--- src/rtl/mem_access_ctrl_pkg.sv ---
// mem_access_ctrl_pkg
// Shared bus widths, access-size encodings, FSM state encodings and the
// latched-grant record used by the RAM access controller and its store-lane
// helper.
package mem_access_ctrl_pkg;

    localparam int DATA_BUS    = 32;
    localparam int ADDR_BUS    = 32;
    localparam int MEM_SEL_BUS = 4;

    localparam logic [MEM_SEL_BUS-1:0] MEM_SEL_BYTE = 4'b0001;
    localparam logic [MEM_SEL_BUS-1:0] MEM_SEL_WORD = 4'b1111;

    // Legacy-compatible FSM encodings
    localparam logic [1:0] ST_IDLE   = 2'd0;
    localparam logic [1:0] ST_ACCESS = 2'd1;
    localparam logic [1:0] ST_WAIT   = 2'd2;
    localparam logic [1:0] ST_RESP   = 2'd3;

    typedef enum logic {
        GRANT_I = 1'b0,
        GRANT_D = 1'b1
    } grant_e;

    // What must survive from arbitration until the response is returned
    typedef struct packed {
        grant_e grant;
        logic   we;
        logic   err;
    } req_t;

endpackage

--- src/rtl/mem_access_ctrl_if.sv ---
// mem_access_ctrl_if
// Bundles the fetch port, the load/store port, the RAM port and the stall
// request of the access controller.
//   slave  : the controller's view (requests and ram_rdata in, rest out)
//   master : the pipeline/RAM environment's view (mirror of slave)
interface mem_access_ctrl_if;
    import mem_access_ctrl_pkg::*;

    logic                   inst_req;
    logic [ADDR_BUS-1:0]    inst_addr;
    logic [DATA_BUS-1:0]    inst_rdata;
    logic                   inst_ready;

    logic                   data_req;
    logic                   data_we;
    logic [MEM_SEL_BUS-1:0] data_sel;
    logic [ADDR_BUS-1:0]    data_addr;
    logic [DATA_BUS-1:0]    data_wdata;
    logic [DATA_BUS-1:0]    data_rdata;
    logic                   data_ready;
    logic                   data_err;

    logic                   ram_en;
    logic [3:0]             ram_we;
    logic [ADDR_BUS-1:0]    ram_addr;
    logic [DATA_BUS-1:0]    ram_wdata;
    logic [DATA_BUS-1:0]    ram_rdata;

    logic                   stall_req;

    modport slave (
        input  inst_req, inst_addr,
        output inst_rdata, inst_ready,
        input  data_req, data_we, data_sel, data_addr, data_wdata,
        output data_rdata, data_ready, data_err,
        output ram_en, ram_we, ram_addr, ram_wdata,
        input  ram_rdata,
        output stall_req
    );

    modport master (
        output inst_req, inst_addr,
        input  inst_rdata, inst_ready,
        output data_req, data_we, data_sel, data_addr, data_wdata,
        input  data_rdata, data_ready, data_err,
        input  ram_en, ram_we, ram_addr, ram_wdata,
        output ram_rdata,
        input  stall_req
    );

endinterface

--- src/rtl/mem_access_ctrl_store_lane.sv ---
// mem_store_lane
// Combinational store-lane mapper: turns an access size, the byte offset and
// right-aligned store data into RAM byte enables and lane-replicated data,
// and flags accesses the RAM cannot perform.
//   sel       in  access size (byte / word)
//   addr_lo   in  byte offset within the word
//   wdata     in  right-aligned store data
//   we        in  1 = store
//   ram_we    out byte write enables (0 for loads)
//   ram_wdata out data placed on every lane it may land in
//   err       out misaligned word or unsupported size
module mem_store_lane
    import mem_access_ctrl_pkg::*;
(
    input  logic [MEM_SEL_BUS-1:0] sel,
    input  logic [1:0]             addr_lo,
    input  logic [DATA_BUS-1:0]    wdata,
    input  logic                   we,
    output logic [3:0]             ram_we,
    output logic [DATA_BUS-1:0]    ram_wdata,
    output logic                   err
);

    // A byte is replicated on all lanes so only the enable picks the lane
    always_comb begin
        ram_we    = 4'b0000;
        ram_wdata = wdata;
        err       = 1'b0;
        if (sel == MEM_SEL_BYTE) begin
            ram_wdata = {4{wdata[7:0]}};
            if (we) begin
                ram_we = 4'b0001 << addr_lo;
            end
        end else if (sel == MEM_SEL_WORD) begin
            if (addr_lo != 2'b00) begin
                err = 1'b1;
            end else if (we) begin
                ram_we = 4'b1111;
            end
        end else begin
            err = 1'b1;
        end
    end

endmodule

--- src/rtl/mem_access_ctrl.sv ---
// mem_access_ctrl
// Arbitrates the IF fetch port and the MEM load/store port onto one
// fixed-latency single-port RAM. Returns the raw aligned word; lane selection
// and sign extension are left to WB.
//   clk, rst : clock, synchronous active-high reset
//   bus      : fetch, load/store and RAM signals plus stall_req
//   LATENCY  : cycles from ram_en to valid ram_rdata (1..15)
//   CNT_W    : latency counter width
module mem_access_ctrl
    import mem_access_ctrl_pkg::*;
#(
    parameter int LATENCY = 1,
    parameter int CNT_W   = 4
) (
    input  logic              clk,
    input  logic              rst,
    mem_access_ctrl_if.slave  bus
);

    logic [1:0]          state_q, state_d;
    req_t                req_q, req_d;
    logic [CNT_W-1:0]    cnt_q, cnt_d;
    logic                ram_en_q, ram_en_d;
    logic [3:0]          ram_we_q, ram_we_d;
    logic [ADDR_BUS-1:0] ram_addr_q, ram_addr_d;
    logic [DATA_BUS-1:0] ram_wdata_q, ram_wdata_d;
    logic [DATA_BUS-1:0] inst_rdata_q, inst_rdata_d;
    logic                inst_ready_q, inst_ready_d;
    logic [DATA_BUS-1:0] data_rdata_q, data_rdata_d;
    logic                data_ready_q, data_ready_d;
    logic                data_err_q, data_err_d;

    logic                   win_data;
    logic                   win_we;
    logic [MEM_SEL_BUS-1:0] win_sel;
    logic [ADDR_BUS-1:0]    win_addr;
    logic [3:0]             lane_we;
    logic [DATA_BUS-1:0]    lane_wdata;
    logic                   lane_err;

    // Data beats fetch: the MEM-stage instruction is older. A fetch is
    // presented as an aligned word load so it can never be rejected.
    always_comb begin
        win_data = bus.data_req;
        win_we   = bus.data_req & bus.data_we;
        win_sel  = bus.data_req ? bus.data_sel  : MEM_SEL_WORD;
        win_addr = bus.data_req ? bus.data_addr : (bus.inst_addr & ~32'h3);
    end

    mem_store_lane u_store_lane (
        .sel       (win_sel),
        .addr_lo   (win_addr[1:0]),
        .wdata     (bus.data_wdata),
        .we        (win_we),
        .ram_we    (lane_we),
        .ram_wdata (lane_wdata),
        .err       (lane_err)
    );

    // RAM strobes are computed at arbitration so they are registered and
    // present for exactly the ACCESS cycle. Ready pulses default low so they
    // last one cycle.
    always_comb begin
        state_d      = state_q;
        req_d        = req_q;
        cnt_d        = cnt_q;
        ram_en_d     = ram_en_q;
        ram_we_d     = ram_we_q;
        ram_addr_d   = ram_addr_q;
        ram_wdata_d  = ram_wdata_q;
        inst_rdata_d = inst_rdata_q;
        inst_ready_d = 1'b0;
        data_rdata_d = data_rdata_q;
        data_ready_d = 1'b0;
        data_err_d   = 1'b0;
        case (state_q)
            ST_IDLE: begin
                if (bus.data_req || bus.inst_req) begin
                    req_d.grant = win_data ? GRANT_D : GRANT_I;
                    req_d.we    = win_we;
                    req_d.err   = lane_err;
                    ram_en_d    = ~lane_err;
                    ram_we_d    = lane_err ? 4'b0000 : lane_we;
                    ram_addr_d  = {win_addr[ADDR_BUS-1:2], 2'b00};
                    ram_wdata_d = lane_wdata;
                    state_d     = ST_ACCESS;
                end
            end
            ST_ACCESS: begin
                ram_en_d = 1'b0;
                ram_we_d = 4'b0000;
                cnt_d    = CNT_W'(LATENCY - 1);
                state_d  = ST_WAIT;
            end
            ST_WAIT: begin
                if (cnt_q == '0) begin
                    if (req_q.grant == GRANT_D) begin
                        data_rdata_d = (req_q.err || req_q.we) ? '0 : bus.ram_rdata;
                        data_ready_d = 1'b1;
                        data_err_d   = req_q.err;
                    end else begin
                        inst_rdata_d = bus.ram_rdata;
                        inst_ready_d = 1'b1;
                    end
                    state_d = ST_RESP;
                end else begin
                    cnt_d = cnt_q - 1'b1;
                end
            end
            default: begin
                state_d = ST_IDLE;
            end
        endcase
    end

    // Reset drops any in-flight access; its response is never reported
    always_ff @(posedge clk) begin
        if (rst) begin
            state_q      <= ST_IDLE;
            req_q        <= '0;
            cnt_q        <= '0;
            ram_en_q     <= 1'b0;
            ram_we_q     <= 4'b0000;
            ram_addr_q   <= '0;
            ram_wdata_q  <= '0;
            inst_rdata_q <= '0;
            inst_ready_q <= 1'b0;
            data_rdata_q <= '0;
            data_ready_q <= 1'b0;
            data_err_q   <= 1'b0;
        end else begin
            state_q      <= state_d;
            req_q        <= req_d;
            cnt_q        <= cnt_d;
            ram_en_q     <= ram_en_d;
            ram_we_q     <= ram_we_d;
            ram_addr_q   <= ram_addr_d;
            ram_wdata_q  <= ram_wdata_d;
            inst_rdata_q <= inst_rdata_d;
            inst_ready_q <= inst_ready_d;
            data_rdata_q <= data_rdata_d;
            data_ready_q <= data_ready_d;
            data_err_q   <= data_err_d;
        end
    end

    assign bus.inst_rdata = inst_rdata_q;
    assign bus.inst_ready = inst_ready_q;
    assign bus.data_rdata = data_rdata_q;
    assign bus.data_ready = data_ready_q;
    assign bus.data_err   = data_err_q;
    assign bus.ram_en     = ram_en_q;
    assign bus.ram_we     = ram_we_q;
    assign bus.ram_addr   = ram_addr_q;
    assign bus.ram_wdata  = ram_wdata_q;

    // Combinational so the pipeline freezes in the same cycle a request rises
    assign bus.stall_req = (bus.data_req & ~data_ready_q) | (bus.inst_req & ~inst_ready_q);

endmodule

--- src/flat_wrapper.sv ---
// flat-port wrapper written by rule: the top's interface ports become plain ports
module mem_access_ctrl_flat import mem_access_ctrl_pkg::*;
#(
    parameter int LATENCY = 1,
    parameter int CNT_W   = 4
)
  (clk, rst, bus_inst_req, bus_inst_addr, bus_inst_rdata, bus_inst_ready, bus_data_req, bus_data_we, bus_data_sel, bus_data_addr, bus_data_wdata, bus_data_rdata, bus_data_ready, bus_data_err, bus_ram_en, bus_ram_we, bus_ram_addr, bus_ram_wdata, bus_ram_rdata, bus_stall_req);
  mem_access_ctrl_if bus_i ();
  input  logic clk;
  input  logic rst;
  input wire logic [$bits(bus_i.inst_req)-1:0] bus_inst_req;
  input wire logic [$bits(bus_i.inst_addr)-1:0] bus_inst_addr;
  output wire logic [$bits(bus_i.inst_rdata)-1:0] bus_inst_rdata;
  output wire logic [$bits(bus_i.inst_ready)-1:0] bus_inst_ready;
  input wire logic [$bits(bus_i.data_req)-1:0] bus_data_req;
  input wire logic [$bits(bus_i.data_we)-1:0] bus_data_we;
  input wire logic [$bits(bus_i.data_sel)-1:0] bus_data_sel;
  input wire logic [$bits(bus_i.data_addr)-1:0] bus_data_addr;
  input wire logic [$bits(bus_i.data_wdata)-1:0] bus_data_wdata;
  output wire logic [$bits(bus_i.data_rdata)-1:0] bus_data_rdata;
  output wire logic [$bits(bus_i.data_ready)-1:0] bus_data_ready;
  output wire logic [$bits(bus_i.data_err)-1:0] bus_data_err;
  output wire logic [$bits(bus_i.ram_en)-1:0] bus_ram_en;
  output wire logic [$bits(bus_i.ram_we)-1:0] bus_ram_we;
  output wire logic [$bits(bus_i.ram_addr)-1:0] bus_ram_addr;
  output wire logic [$bits(bus_i.ram_wdata)-1:0] bus_ram_wdata;
  input wire logic [$bits(bus_i.ram_rdata)-1:0] bus_ram_rdata;
  output wire logic [$bits(bus_i.stall_req)-1:0] bus_stall_req;
  assign bus_i.inst_req = bus_inst_req;
  assign bus_i.inst_addr = bus_inst_addr;
  assign bus_inst_rdata = bus_i.inst_rdata;
  assign bus_inst_ready = bus_i.inst_ready;
  assign bus_i.data_req = bus_data_req;
  assign bus_i.data_we = bus_data_we;
  assign bus_i.data_sel = bus_data_sel;
  assign bus_i.data_addr = bus_data_addr;
  assign bus_i.data_wdata = bus_data_wdata;
  assign bus_data_rdata = bus_i.data_rdata;
  assign bus_data_ready = bus_i.data_ready;
  assign bus_data_err = bus_i.data_err;
  assign bus_ram_en = bus_i.ram_en;
  assign bus_ram_we = bus_i.ram_we;
  assign bus_ram_addr = bus_i.ram_addr;
  assign bus_ram_wdata = bus_i.ram_wdata;
  assign bus_i.ram_rdata = bus_ram_rdata;
  assign bus_stall_req = bus_i.stall_req;
  mem_access_ctrl #(.LATENCY(LATENCY), .CNT_W(CNT_W)) u_core (.clk(clk), .rst(rst), .bus(bus_i));
endmodule
--- config.mk ---
export PLATFORM = sky130hd
export DESIGN_NAME = mem_access_ctrl_flat
export DESIGN_NICKNAME = d
export VERILOG_FILES = /design/src/rtl/mem_access_ctrl_pkg.sv /design/src/rtl/mem_access_ctrl_if.sv /design/src/rtl/mem_access_ctrl_store_lane.sv /design/src/rtl/mem_access_ctrl.sv /design/src/flat_wrapper.sv
export SDC_FILE = /design/constraint.sdc
export NUM_CORES = 1
export LEC_CHECK = 0
export BUFFER_PORTS_ARGS = -buffer_cell sky130_fd_sc_hd__buf_4
export CAP_MARGIN = 15
export CORE_ASPECT_RATIO = 1.25
export CORE_UTILIZATION = 41
export DETAILED_ROUTE_END_ITERATION = 16
export PLACE_DENSITY = 0.73
export SYNTH_ARGS = -nofsm -noshare
export SYNTH_HDL_FRONTEND = slang
export SYNTH_SLANG_ARGS = --single-unit
--- constraint.sdc ---
create_clock -name clk -period 1.8 [get_ports clk]
set_input_delay 0.18 -clock clk [delete_from_list [all_inputs] [get_ports clk]]
set_output_delay 0.18 -clock clk [all_outputs]
set_load 0.02 [all_outputs]
==> metrics <==
Max Freq 537 MHz; I/O Pins 274; row count 47; Final Util 67.7%; slew of the pin with the lowest slew margin 759 ps; clk buf depth 2; flops & latches, synth 143; final hold violation count 0; die height 132 microns; root buf cell clkbuf_16; post-synth top area cell dfxtp_1; PortBufs 269; via count 5601; crit path launch type register; initial DRC count 149; final hold slack 10.1 ps; setup_tns -471 ps; headroom to the max-slew limit 49.3%; CTS H-tree depth 4; violated checks negative setup slack; Max-Cap Viols 0; crit path from u_core.cnt_q[1]; initial antenna violation count 0; CP max stage delay 400 ps; Clock Skews 9.71 ps; Worst Setup End Kind register; largest net degree at the start of global routing 60; Slew Limit Fails 0; number of synthesized flops with an enable pin 0; pwr/cell area 1360 nW/um^2; LEAKAGE 4.08 nW; Hold Path Stages 2; Worst EP required 2120 ps; Detail Route Antenna Nets 0; area grow syn2layout 61.2%; sequential area share after synthesis 51.8%; WP depth 9; vias per inst 5.12; Async S/R FF share, synth 0%; crit-path max FO 8; first-pass GRT wire length 26900 microns; Max VDD drop 0.000770 V; Post-Synthesis Cells 608; Worst-Skew Late Latency 410 ps; clock sink total 143; Worst Reg2Reg Path Length in Cells 9; CTS tree built; final-stage net count 1055; number of global-route vias before repair 5503; multiplexer area fraction after synthesis 5.98%; DRC errors left 0; core area 13200 sq um; RSZ-0062 raised after global routing yes; complex-gate fraction of the synthesized area 18.2%; drt first pass iters 4; Initial Util 42.0%; Synth Area in Adders 1.36%; Netlist cell types 36; final wirelength 17900 microns; Final Worst Setup Slack -60.6 ps; Crit-path slowest cell or3b_4; share of layout cells above drive strength 1 39.5%; RD Place Congestion 0.831; CP bufs+invs 4; Syn Std Cell Area 5530 sq um; most common cell in the netlist dfxtp_1; R2R setup slack -60 ps; status finished with violations; Worst-path clk slew 60 ps; fill cell count 1036; Avg Cell Area, Syn 9.09 sq um; top cells by area, synth dfxtp_1, a211oi_1, mux2i_1; final HPWL from detailed placement 12300 microns; mean routed wirelength per cell 16.3 microns; largest family of logic cells by synthesized area compound AO/OA/AOI/OAI gates; Sequential Area 2870 sq um; final setup fails 15; Worst EP arrival 2190 ps; Largest delay share family, worst path simple AND/OR/NAND/NOR gates; Placed Cells 1027; RR Startpoint u_core.cnt_q[1]; GRT Residual Overflow 0; area share of the largest cell type after synthesis 51.8%; TritonCTS buffer count 17; fin crit period 1860 ps; WS Path Type register to register; hold crit path type primary input to register; ys flop type dfxtp_1; Post-synth top cells dfxtp_1, nand2_1, nor2_1, a211oi_1, a21oi_1; total power 12.1 mW; die area 14000 sq um; CP Capture Point u_core.bus.inst_rdata[29]; reg2reg end u_core.bus.inst_rdata[29]; GRT Resource Usage Total 24.3%; Cell Chain, Critical Path inv_2 -> ha_4 -> or3b_4 -> buf_6 -> nor3b_4 -> buf_6 -> clkbuf_16 -> nand2_1 -> a21oi_1; die width 106 microns; Finished Layout Cells 1095; ant diodes 0; final period utilization 103%; Post-Synth XOR/XNOR Area 0.634%; yosys synthesis warning count 0; Simple-Gate Fraction of Synth Area 16.5%; most used cell, CP buf_6; Multi-input gate area 2450 sq um
==> registers in the layout, indices dropped and copies added (netlist names) <==
name / count
u_core.bus.data_err: 1
u_core.bus.data_rdata: 32
u_core.bus.data_ready: 1
u_core.bus.inst_rdata: 32
u_core.bus.inst_ready: 1
u_core.bus.ram_addr: 30
u_core.bus.ram_en: 1
u_core.bus.ram_wdata: 32
u_core.bus.ram_we: 4
u_core.cnt_q: 4
u_core.req_q: 3
u_core.state_q: 2
==> worst min-delay path by stage <==
stage	startpoint	to	slack (ps)
after global routing	bus_ram_rdata[6]	u_core.bus.data_rdata[6]	4
after detailed placement	bus_ram_rdata[12]	u_core.bus.data_rdata[12]	400
after CTS	bus_ram_rdata[0]	u_core.bus.data_rdata[0]	0.06
after floorplan	bus_ram_rdata[29]	u_core.bus.data_rdata[29]	310
final	bus_ram_rdata[7]	u_core.bus.data_rdata[7]	10
after global placement	bus_ram_rdata[15]	u_core.bus.data_rdata[15]	400
==> power breakdown <==
part	total (mW)	internal [mW]	leakage, nW	switching, mW
combinational	4.33	1.88	2.62	2.45
sequential	4.16	3.79	1.17	0.365
clock	3.62	2.21	0.286	1.41
total	12.1	7.88	4.08	4.22
==> repair_timing <==
item                                    in CTS  in global routing
endpoints found under the hold margin       28                  1
buffers inserted                             2                  4
gates resized for setup                      9                 11
gates cloned                                 1                  2
endpoints found under the setup margin      63                 61
hold buffers                                28                  1
pin swaps                                    1                 27
==> layout make-up <==
class,instances,area share (%)
Sequential cell,143,32.1
Tap cell,171,2.40
Clock buffer,18,4.81
Clock inverter,13,1.98
Inverter,16,0.674
Timing Repair Buffer,336,30.5
Multi-Input combinational cell,398,27.5
==> stage by stage <==
stage / instance area (sq um) / setup WS [ps]
floorplan: 5560 / -27.0
global placement: 7860 / -211
detailed placement: 7860 / -266
CTS: 8820 / 0.265
global route: 8910 / -125
finish: 8910 / -60.6
==> layer usage <==
layer	wire length, microns	share of wire (%)	up-vias	GRT usage (%)
met4	451	2.5	0	8.87
met5	0	0	-	0
met1	6850	38	2604	25.7
li1	-	-	2727	-
met3	1530	8.6	32	8.75
met2	9030	51	238	44.0
==> cells by family (layout without fill, tap and decap cells) <==
group,Yosys count,in the layout
simple gates,211,211
flops,143,143
compound gates,142,142
buf+inv,68,383
mux,33,33
fa+ha+maj,6,6
xor+xnor,4,4
other cells,1,2
==> cell usage in the layout, fill, tap and decap left out, types with 3 or more instances in the layout <==
cell type,n
a32o_1,3
dlygate4sd3_1,29
clkinvlp_4,3
nand3_1,4
a21oi_2,5
a21oi_1,38
a211oi_1,54
ha_1,4
nor2_1,70
mux2i_1,33
nand2_1,82
bufinv_16,3
buf_6,3
nand2_2,5
clkbuf_16,19
buf_12,6
inv_1,14
a22o_1,34
buf_4,296
nor3_1,36
inv_6,5
dfxtp_1,141
Power figures use the tool's default switching activity.
